[config.mk]
export PLATFORM = sky130hd
export DESIGN_NAME = heartbeat_health_monitor
export DESIGN_NICKNAME = d
export VERILOG_FILES = /design/src/rtl/heartbeat_health_monitor.sv
export SDC_FILE = /design/constraint.sdc
export NUM_CORES = 1
export LEC_CHECK = 0
export BUFFER_PORTS_ARGS = -buffer_cell sky130_fd_sc_hd__buf_2
export CORE_MARGIN = 1
export CORE_UTILIZATION = 55
export DETAILED_ROUTE_END_ITERATION = 6
export PLACE_DENSITY_LB_ADDON = 0.1
export SLEW_MARGIN = 20
export SYNTH_ARGS = -nofsm -noshare
export SYNTH_HDL_FRONTEND = slang
export SYNTH_SLANG_ARGS = --single-unit
[constraint.sdc]
create_clock -name clk -period 6.6 [get_ports clk]
set_input_delay 1.32 -clock clk [delete_from_list [all_inputs] [get_ports clk]]
set_output_delay 1.32 -clock clk [all_outputs]
set_load 0.005 [all_outputs]
[src/rtl/heartbeat_health_monitor.sv]
// Heartbeat health monitor: classifies beat intervals as good/late/timeout and
// walks an INIT/OK/WARN/FAULT health state with confirm/recover hysteresis.
module heartbeat_health_monitor #(
  parameter int unsigned WARN_CYCLES    = 37500000,
  parameter int unsigned TIMEOUT_CYCLES = 50000000,
  parameter int          CNT_W          = 26,
  parameter int unsigned CONFIRM_N      = 3,
  parameter int unsigned RECOVER_N      = 4
) (
  input  logic       clk,
  input  logic       rst,
  input  logic       hb_in,
  output logic       ok_on,
  output logic       warn_blink_en,
  output logic       fault_blink_en,
  output logic [1:0] state_code,
  output logic [7:0] fault_count
);

  localparam int unsigned HYST_MAX = (CONFIRM_N > RECOVER_N) ? CONFIRM_N : RECOVER_N;
  localparam int          HYST_W   = $clog2(HYST_MAX + 1);

  localparam logic [1:0] S_INIT  = 2'b00;
  localparam logic [1:0] S_OK    = 2'b01;
  localparam logic [1:0] S_WARN  = 2'b10;
  localparam logic [1:0] S_FAULT = 2'b11;

  localparam logic [CNT_W-1:0]  WARN_LIM  = CNT_W'(WARN_CYCLES);
  localparam logic [CNT_W-1:0]  TMO_LAST  = CNT_W'(TIMEOUT_CYCLES - 1);
  localparam logic [HYST_W-1:0] CONFIRM_V = HYST_W'(CONFIRM_N);
  localparam logic [HYST_W-1:0] RECOVER_V = HYST_W'(RECOVER_N);

  logic              r_sync1, r_sync2, r_sync3;
  logic [CNT_W-1:0]  r_ivl;
  logic [1:0]        r_state;
  logic [HYST_W-1:0] r_badCnt, r_goodCnt;
  logic              r_okOn, r_warnEn, r_faultEn;
  logic [7:0]        r_faultCnt;

  logic              w_beat, w_isGood, w_isLate, w_timeout;
  logic [1:0]        w_stateNxt;
  logic [HYST_W-1:0] w_badNxt, w_goodNxt, w_badInc, w_goodInc;

  // hb_in is asynchronous: two flops to resolve metastability, a third for the edge
  always_ff @(posedge clk or posedge rst) begin
    if (rst) begin
      r_sync1 <= 1'b0;
      r_sync2 <= 1'b0;
      r_sync3 <= 1'b0;
    end else begin
      r_sync1 <= hb_in;
      r_sync2 <= r_sync1;
      r_sync3 <= r_sync2;
    end
  end

  assign w_beat    = r_sync2 & ~r_sync3;
  assign w_isGood  = w_beat & (r_ivl <= WARN_LIM);
  assign w_isLate  = w_beat & (r_ivl > WARN_LIM);
  assign w_timeout = ~w_beat & (r_ivl == TMO_LAST);
  assign w_badInc  = r_badCnt + HYST_W'(1);
  assign w_goodInc = r_goodCnt + HYST_W'(1);

  always_ff @(posedge clk or posedge rst) begin
    if (rst)                      r_ivl <= '0;
    else if (w_beat || w_timeout) r_ivl <= '0;
    else                          r_ivl <= r_ivl + CNT_W'(1);
  end

  always_comb begin
    w_stateNxt = r_state;
    w_badNxt   = r_badCnt;
    w_goodNxt  = r_goodCnt;
    case (r_state)
      S_INIT: begin
        if (w_isGood)       w_stateNxt = S_OK;
        else if (w_isLate)  w_stateNxt = S_WARN;
        else if (w_timeout) w_stateNxt = S_FAULT;
      end
      S_OK: begin
        if (w_timeout) w_stateNxt = S_FAULT;
        else if (w_isLate) begin
          if (w_badInc == CONFIRM_V) w_stateNxt = S_WARN;
          else                       w_badNxt   = w_badInc;
        end else if (w_isGood) w_badNxt = '0;
      end
      S_WARN: begin
        if (w_timeout) w_stateNxt = S_FAULT;
        else if (w_isGood) begin
          if (w_goodInc == RECOVER_V) w_stateNxt = S_OK;
          else                        w_goodNxt  = w_goodInc;
        end else if (w_isLate) w_goodNxt = '0;
      end
      default: begin
        // FAULT only ever recovers one level, to WARN
        if (w_isGood) begin
          if (w_goodInc == RECOVER_V) w_stateNxt = S_WARN;
          else                        w_goodNxt  = w_goodInc;
        end else if (w_isLate || w_timeout) w_goodNxt = '0;
      end
    endcase
    if (w_stateNxt != r_state) begin
      w_badNxt  = '0;
      w_goodNxt = '0;
    end
  end

  always_ff @(posedge clk or posedge rst) begin
    if (rst) begin
      r_state   <= S_INIT;
      r_badCnt  <= '0;
      r_goodCnt <= '0;
    end else begin
      r_state   <= w_stateNxt;
      r_badCnt  <= w_badNxt;
      r_goodCnt <= w_goodNxt;
    end
  end

  // Outputs decode the next state so they switch on the same edge as r_state
  always_ff @(posedge clk or posedge rst) begin
    if (rst) begin
      r_okOn     <= 1'b0;
      r_warnEn   <= 1'b0;
      r_faultEn  <= 1'b0;
      r_faultCnt <= 8'd0;
    end else begin
      r_okOn    <= (w_stateNxt == S_OK);
      r_warnEn  <= (w_stateNxt == S_WARN);
      r_faultEn <= (w_stateNxt == S_FAULT);
      if ((w_stateNxt == S_FAULT) && (r_state != S_FAULT) && (r_faultCnt != 8'hFF))
        r_faultCnt <= r_faultCnt + 8'd1;
    end
  end

  assign ok_on          = r_okOn;
  assign warn_blink_en  = r_warnEn;
  assign fault_blink_en = r_faultEn;
  assign state_code     = r_state;
  assign fault_count    = r_faultCnt;

endmodule

### Word level (Yosys, flattened, before mapping)

Index checks and enable logic that the tools add are counted.

| storage, ports and cells | value |
|---|---|
| bits of input ports | 3 |
| word-level logic and storage cells | 77 |
| register bits after elaboration | 48 |
| output and inout port bits | 13 |

| cells by class | value |
|---|---|
| magnitude comparators | 2 |
| bitwise operators | 6 |
| multiplexer cells | 27 |
| equality and inequality tests | 16 |
| reduce and logical (&&, ||, !) cells | 11 |
| $add $sub $neg | 4 |

Operators by type and width:

| operator | count |
|---|---|
| $mux 3 | 13 |
| $add 26x1->26 const B | 1 |
| $eq 26x26->1 const B | 1 |
| $gt 26x26->1 const B | 1 |
| $le 26x26->1 const B | 1 |
| $mux 26 | 1 |
| $mux 2 | 11 |
| $add 8x1->8 const B | 1 |
| $ne 8x8->1 const B | 1 |
| $reduce_and 4->1 | 2 |
| $add 3x1->3 const B | 2 |
| $eq 2x2->1 const B | 3 |
| $pmux 2 s3 | 1 |
| $pmux 3 s2 | 1 |
| $and 1x1->1 | 4 |
| $eq 2x1->1 const B | 2 |
| $ne 2x1->1 const B | 2 |
| $ne 4x4->1 const B | 1 |
| $reduce_bool 4->1 | 1 |
| $eq 3x2->1 const B | 1 |
| $eq 3x3->1 const B | 1 |
| $ne 3x2->1 const B | 1 |
| $ne 3x3->1 const B | 1 |
| $reduce_bool 3->1 | 1 |
| other kinds (8) | 11 |

### Depth between registers and ports, before layout

| depth | value |
|---|---|
| depth after elaboration | 11 |
| depth in mapped cells | 11 |
| mapped depth without buffers | 10 |

### Worst setup path before layout

OpenSTA, ideal clock, no wires.

| timing | value |
|---|---|
| path kind | reg-to-reg |
| start | reg r_ivl[22] |
| end | reg r_faultCnt[1], in the netlist fault_count[1] |
| period minus slack after synthesis | 2.337 ns |
| setup slack | 4.263 ns |
| data arrival time | 2.212 ns |
| data required time | 6.475 ns |
| library setup time | 0.125 ns |
| stages on the path, launching flop included | 9 |
| buffers on the path | 1 |
| path through | dfrtp_1 > or2_0 > or4_1 > nor3_1 > a21o_1 > buf_6 > o221ai_1 > nand4_4 > mux2_2 |

| on the way | value |
|---|---|
| longest elaborated chain between the ends | 9 |
| elaborated cells between the ends (all ways) | 18 |
| those cells by class | order compare (2); eq/ne (2); mux (9); bitwise (3); reduce/logical (2) |

RTL lines:

| element | line | RTL |
|---|---|---|
| from (decl) | 34 | `logic [CNT_W-1:0] r_ivl;` |
| from (signal assigned) | 67 | `else r_ivl <= r_ivl + CNT_W'(1);` |
| parallel branches: the longest is 5 deep, another holds $le 26x26->1 | - |  |
| $pmux 2 s3 * | 74 | `case (r_state)` |
| $eq 2x2->1 * | 131 | `if ((w_stateNxt == S_FAULT) && (r_state != S_FAULT) && (r_faultCnt != 8'hFF))` |
| $logic_and 1x1->1 * (2 in series) | 131 |  |
| to (signal assigned) | 132 | `r_faultCnt <= r_faultCnt + 8'd1;` |
| to (decl) | 38 | `logic [7:0] r_faultCnt;` |

Mark *: on every way between the ends.
A chain may end at the register's enable or synchronous reset.

### Worst setup path after layout

Ends and elaborated chain as after synthesis.

==> key figures <==
Outcome
  – Run status: complete, no violations

Drt
  – DR vias/cell: 5.38
  – Initial drt markers: 80
  – DRC viols: 0
  – Post-DRT Antenna Nets: 0
  – Via count: 1803
  – First-pass iteration count of the detailed router: 4
  – Final Routed Wirelength: between 4000 and 5000 um
  – Wire per inst: 13.1 um

Layout
  – Share of cells above drive strength 1: 12.4%
  – Non-filler cells, final: 335
  – Diode count: 0
  – Register Area: 0.00120 mm^2
  – Footprint of the multi-input gates: 0.00128 mm^2
  – Finished Core Util: 63.1%
  – FILL cells: approximately 380
  – Area Overhead vs Synth: 9.02%
  – # nets final: 292

Critical path
  – Reg2Reg Setup Slack: about 4 ns
  – Crit. End Element: register
  – Setup CP Type: reg -> reg
  – Top delay family on crit path: simple AND/OR/NAND/NOR gates
  – Crit path cell chain: or2_0, or4_1, nor3_1, a21o_1, o221ai_1, nand4_4, mux2_2
  – Worst EP arrival: 2.79 ns
  – Required @ worst endpoint: about 6.8 ns
  – Slowest cell on the critical path: or4_1
  – Startpoint types: register
  – CP max stage delay: 0.49 ns
  – Critical path origin: r_ivl[22]
  – Crit Reg-Reg Startpoint: r_ivl[22]
  – Bufs and invs on worst path: 0
  – Worst Path Max Fanout: 10

Global route
  – Largest net degree at the start of global routing: 49
  – Initial antenna violation count: 0
  – Vias in the first global route: 1821
  – Met2 Use GR: between 30% and 40%
  – GRT overflow: 0
  – GRT Util Overall: 20.5%
  – Gr busiest metal: met2
  – M3 GR Usage: 3.90%
  – Met1 GRT Util: 29.7%
  – First-pass GRT wire length: 8020 um

STA
  – Final hold slack: 0.369 ns
  – Clk_skew: between 0.006 and 0.007 ns
  – Relative max-transition margin: 46.5%
  – RSZ-0062 raised after global routing: no
  – Peak Freq: 387 MHz
  – Max Slew Vio Count: 0
  – Final Hold Fails: 0
  – Tmin final: 2.58 ns
  – Final worst-path cycle share: 39.2%
  – Least-Margin Pin Slew: 0.801 ns
  – Setup TNS: 0 ns
  – # setup viols final: 0

Synthesis
  – Cell Area, Synth: 0.00255 mm^2
  – Post-Syn Nets: 275
  – Post-synthesis sequential area ratio: between 40% and 50%
  – Mapped Cells: 265
  – Warning count from the yosys run: 0
  – Asr flop ratio synth: between 90% and 100%
  – Yosys cell types: 47
  – Post-synth EDFFs: 0
  – Flops & latches, synth: 48
  – Primary FF master, synth: dfrtp_1
  – Synth Area per Inst: 9.64 um^2

Floorplan
  – Initial Utilization: 57.9%
  – Top Ports: 16
  – Die height: 70.1 um
  – Horiz. Die Dim: roughly 70 um
  – Die ar.: about 0.0049 mm^2
  – Core Region: 0.00441 mm^2
  – # rows: 24

CTS
  – Root buffer cell: clkbuf_8
  – Number of CTS-inserted buffers: 5
  – Clk slew on worst S/H paths: 0.09 ns
  – Cts hold-fix bufs: 0
  – H-tree depth: 2
  – CTS Buffer Depth: 2
  – Postcts setup bufs: 0
  – Resize count post-CTS: 0
  – CTS sink cnt: 48
  – Clock Latency Late Sink: roughly 0.31 ns
  – CTS tree: yes

Placed design
  – Dpl hpwl: 3090 um
  – Final RePlAce weighted congestion: 0.739
  – Port bufs: 15
  – Cell total after placement: 327

Power
  – Lkg Pwr: 1.33 nW
  – Peak supply drop: 259 uV
  – Power per cell area: 273 mW/mm^2

Flow run
  – Max-cap violations: 0

Min path
  – Path type of the worst min-delay path: reg -> reg
  – Min-delay src: r_sync1
-- cells in the final DEF, fill, tap and decap left out, drive strengths merged, types with 6 or more instances in the layout --
cell / instances
nor3: 9
a21oi: 8
inv: 13
nor2: 44
xnor2: 10
and2: 6
dfrtp: 48
xor2: 23
buf: 15
nand2: 22
ha: 7
nand3: 23
-- cell families (layout without fill, tap and decap cells) --
kind of cell | Yosys count | count (layout) | share of synthesized area (%)
simple gates | 133 | 133 | 27.8
xor+xnor | 33 | 33 | 11.3
compound gates | 24 | 24 | 6.62
fa+ha+maj | 7 | 7 | 3.43
mux | 2 | 2 | 0.833
flops | 48 | 48 | 47.0
buf+inv | 18 | 36 | 2.94
-- where the power goes --
group	switching [mW]	leakage (nW)	internal (mW)	total (mW)
clock	0.104	0.0548	0.114	0.218
combinational	0.0887	0.640	0.0747	0.163
sequential	0.0446	0.634	0.335	0.380
total	0.237	1.33	0.524	0.761
-- sequential cells by signal (all words and copies together) (netlist names), 2 cells and up --
register     flops
r_ivl           26
fault_count      8
r_badCnt         3
r_goodCnt        3
state_code       2
-- Yosys cell counts (2+ instances only) --
master    instances  area share (%)
nor2b_1           3            0.74
xor2_1           23             7.9
nor4b_1           2            0.69
nor3_2            2            0.78
and2_1            6             1.5
inv_1            13             1.9
nor4_1            2            0.49
nor2_1           44             6.5
nand3_1          22             4.3
a21oi_1           7             1.4
nand4_1           4            0.98
nand2_1          22             3.2
o21ai_0           5            0.98
dfrtp_1          48              47
ha_1              7             3.4
clkbuf_1          4            0.59
nor3_1            7             1.4
and4_1            2            0.69
o22ai_1           2            0.49
xnor2_1          10             3.4
and3_1            4            0.98
-- layout make-up --
class / instances / area share (%)
tap: 52 / 2.34
timing repair buffer: 15 / 2.70
sequential: 48 / 43.1
clock inverter: 3 / 1.66
multi-input combinational: 199 / 45.9
clock buffer: 5 / 2.47
inverter: 13 / 1.80
-- stage by stage --
step                total power [mW]  setup slack (ns)  cell area, um^2
detailed placement             0.550              4.01             2670
finish                         0.761              4.02             2780
global placement               0.546              4.09             2670
global route                   0.809              3.71             2780
floorplan                      0.496              4.14             2550
CTS                            0.769              3.99             2780
-- routing by layer --
metal / wire length, um / vias up
li1: - / 929
met1: 2300 / 854
met3: 82 / 7
met4: 70 / 0
met2: 1920 / 13
met5: 0 / -
-- path summary, 6_finish.rpt --
| path | depth (start not counted) | to |
|---|---|---|
| worst max-delay path | 7 | fault_count[1] |
| min in group asynchronous | 2 | fault_count[1] |
| worst min-delay path | 0 | r_sync2 |
| max in group asynchronous | 2 | state_code[1] |
| worst max register to register | 7 | fault_count[1] |
| worst min register to register | 0 | r_sync2 |
Power figures use the tool's default switching activity.
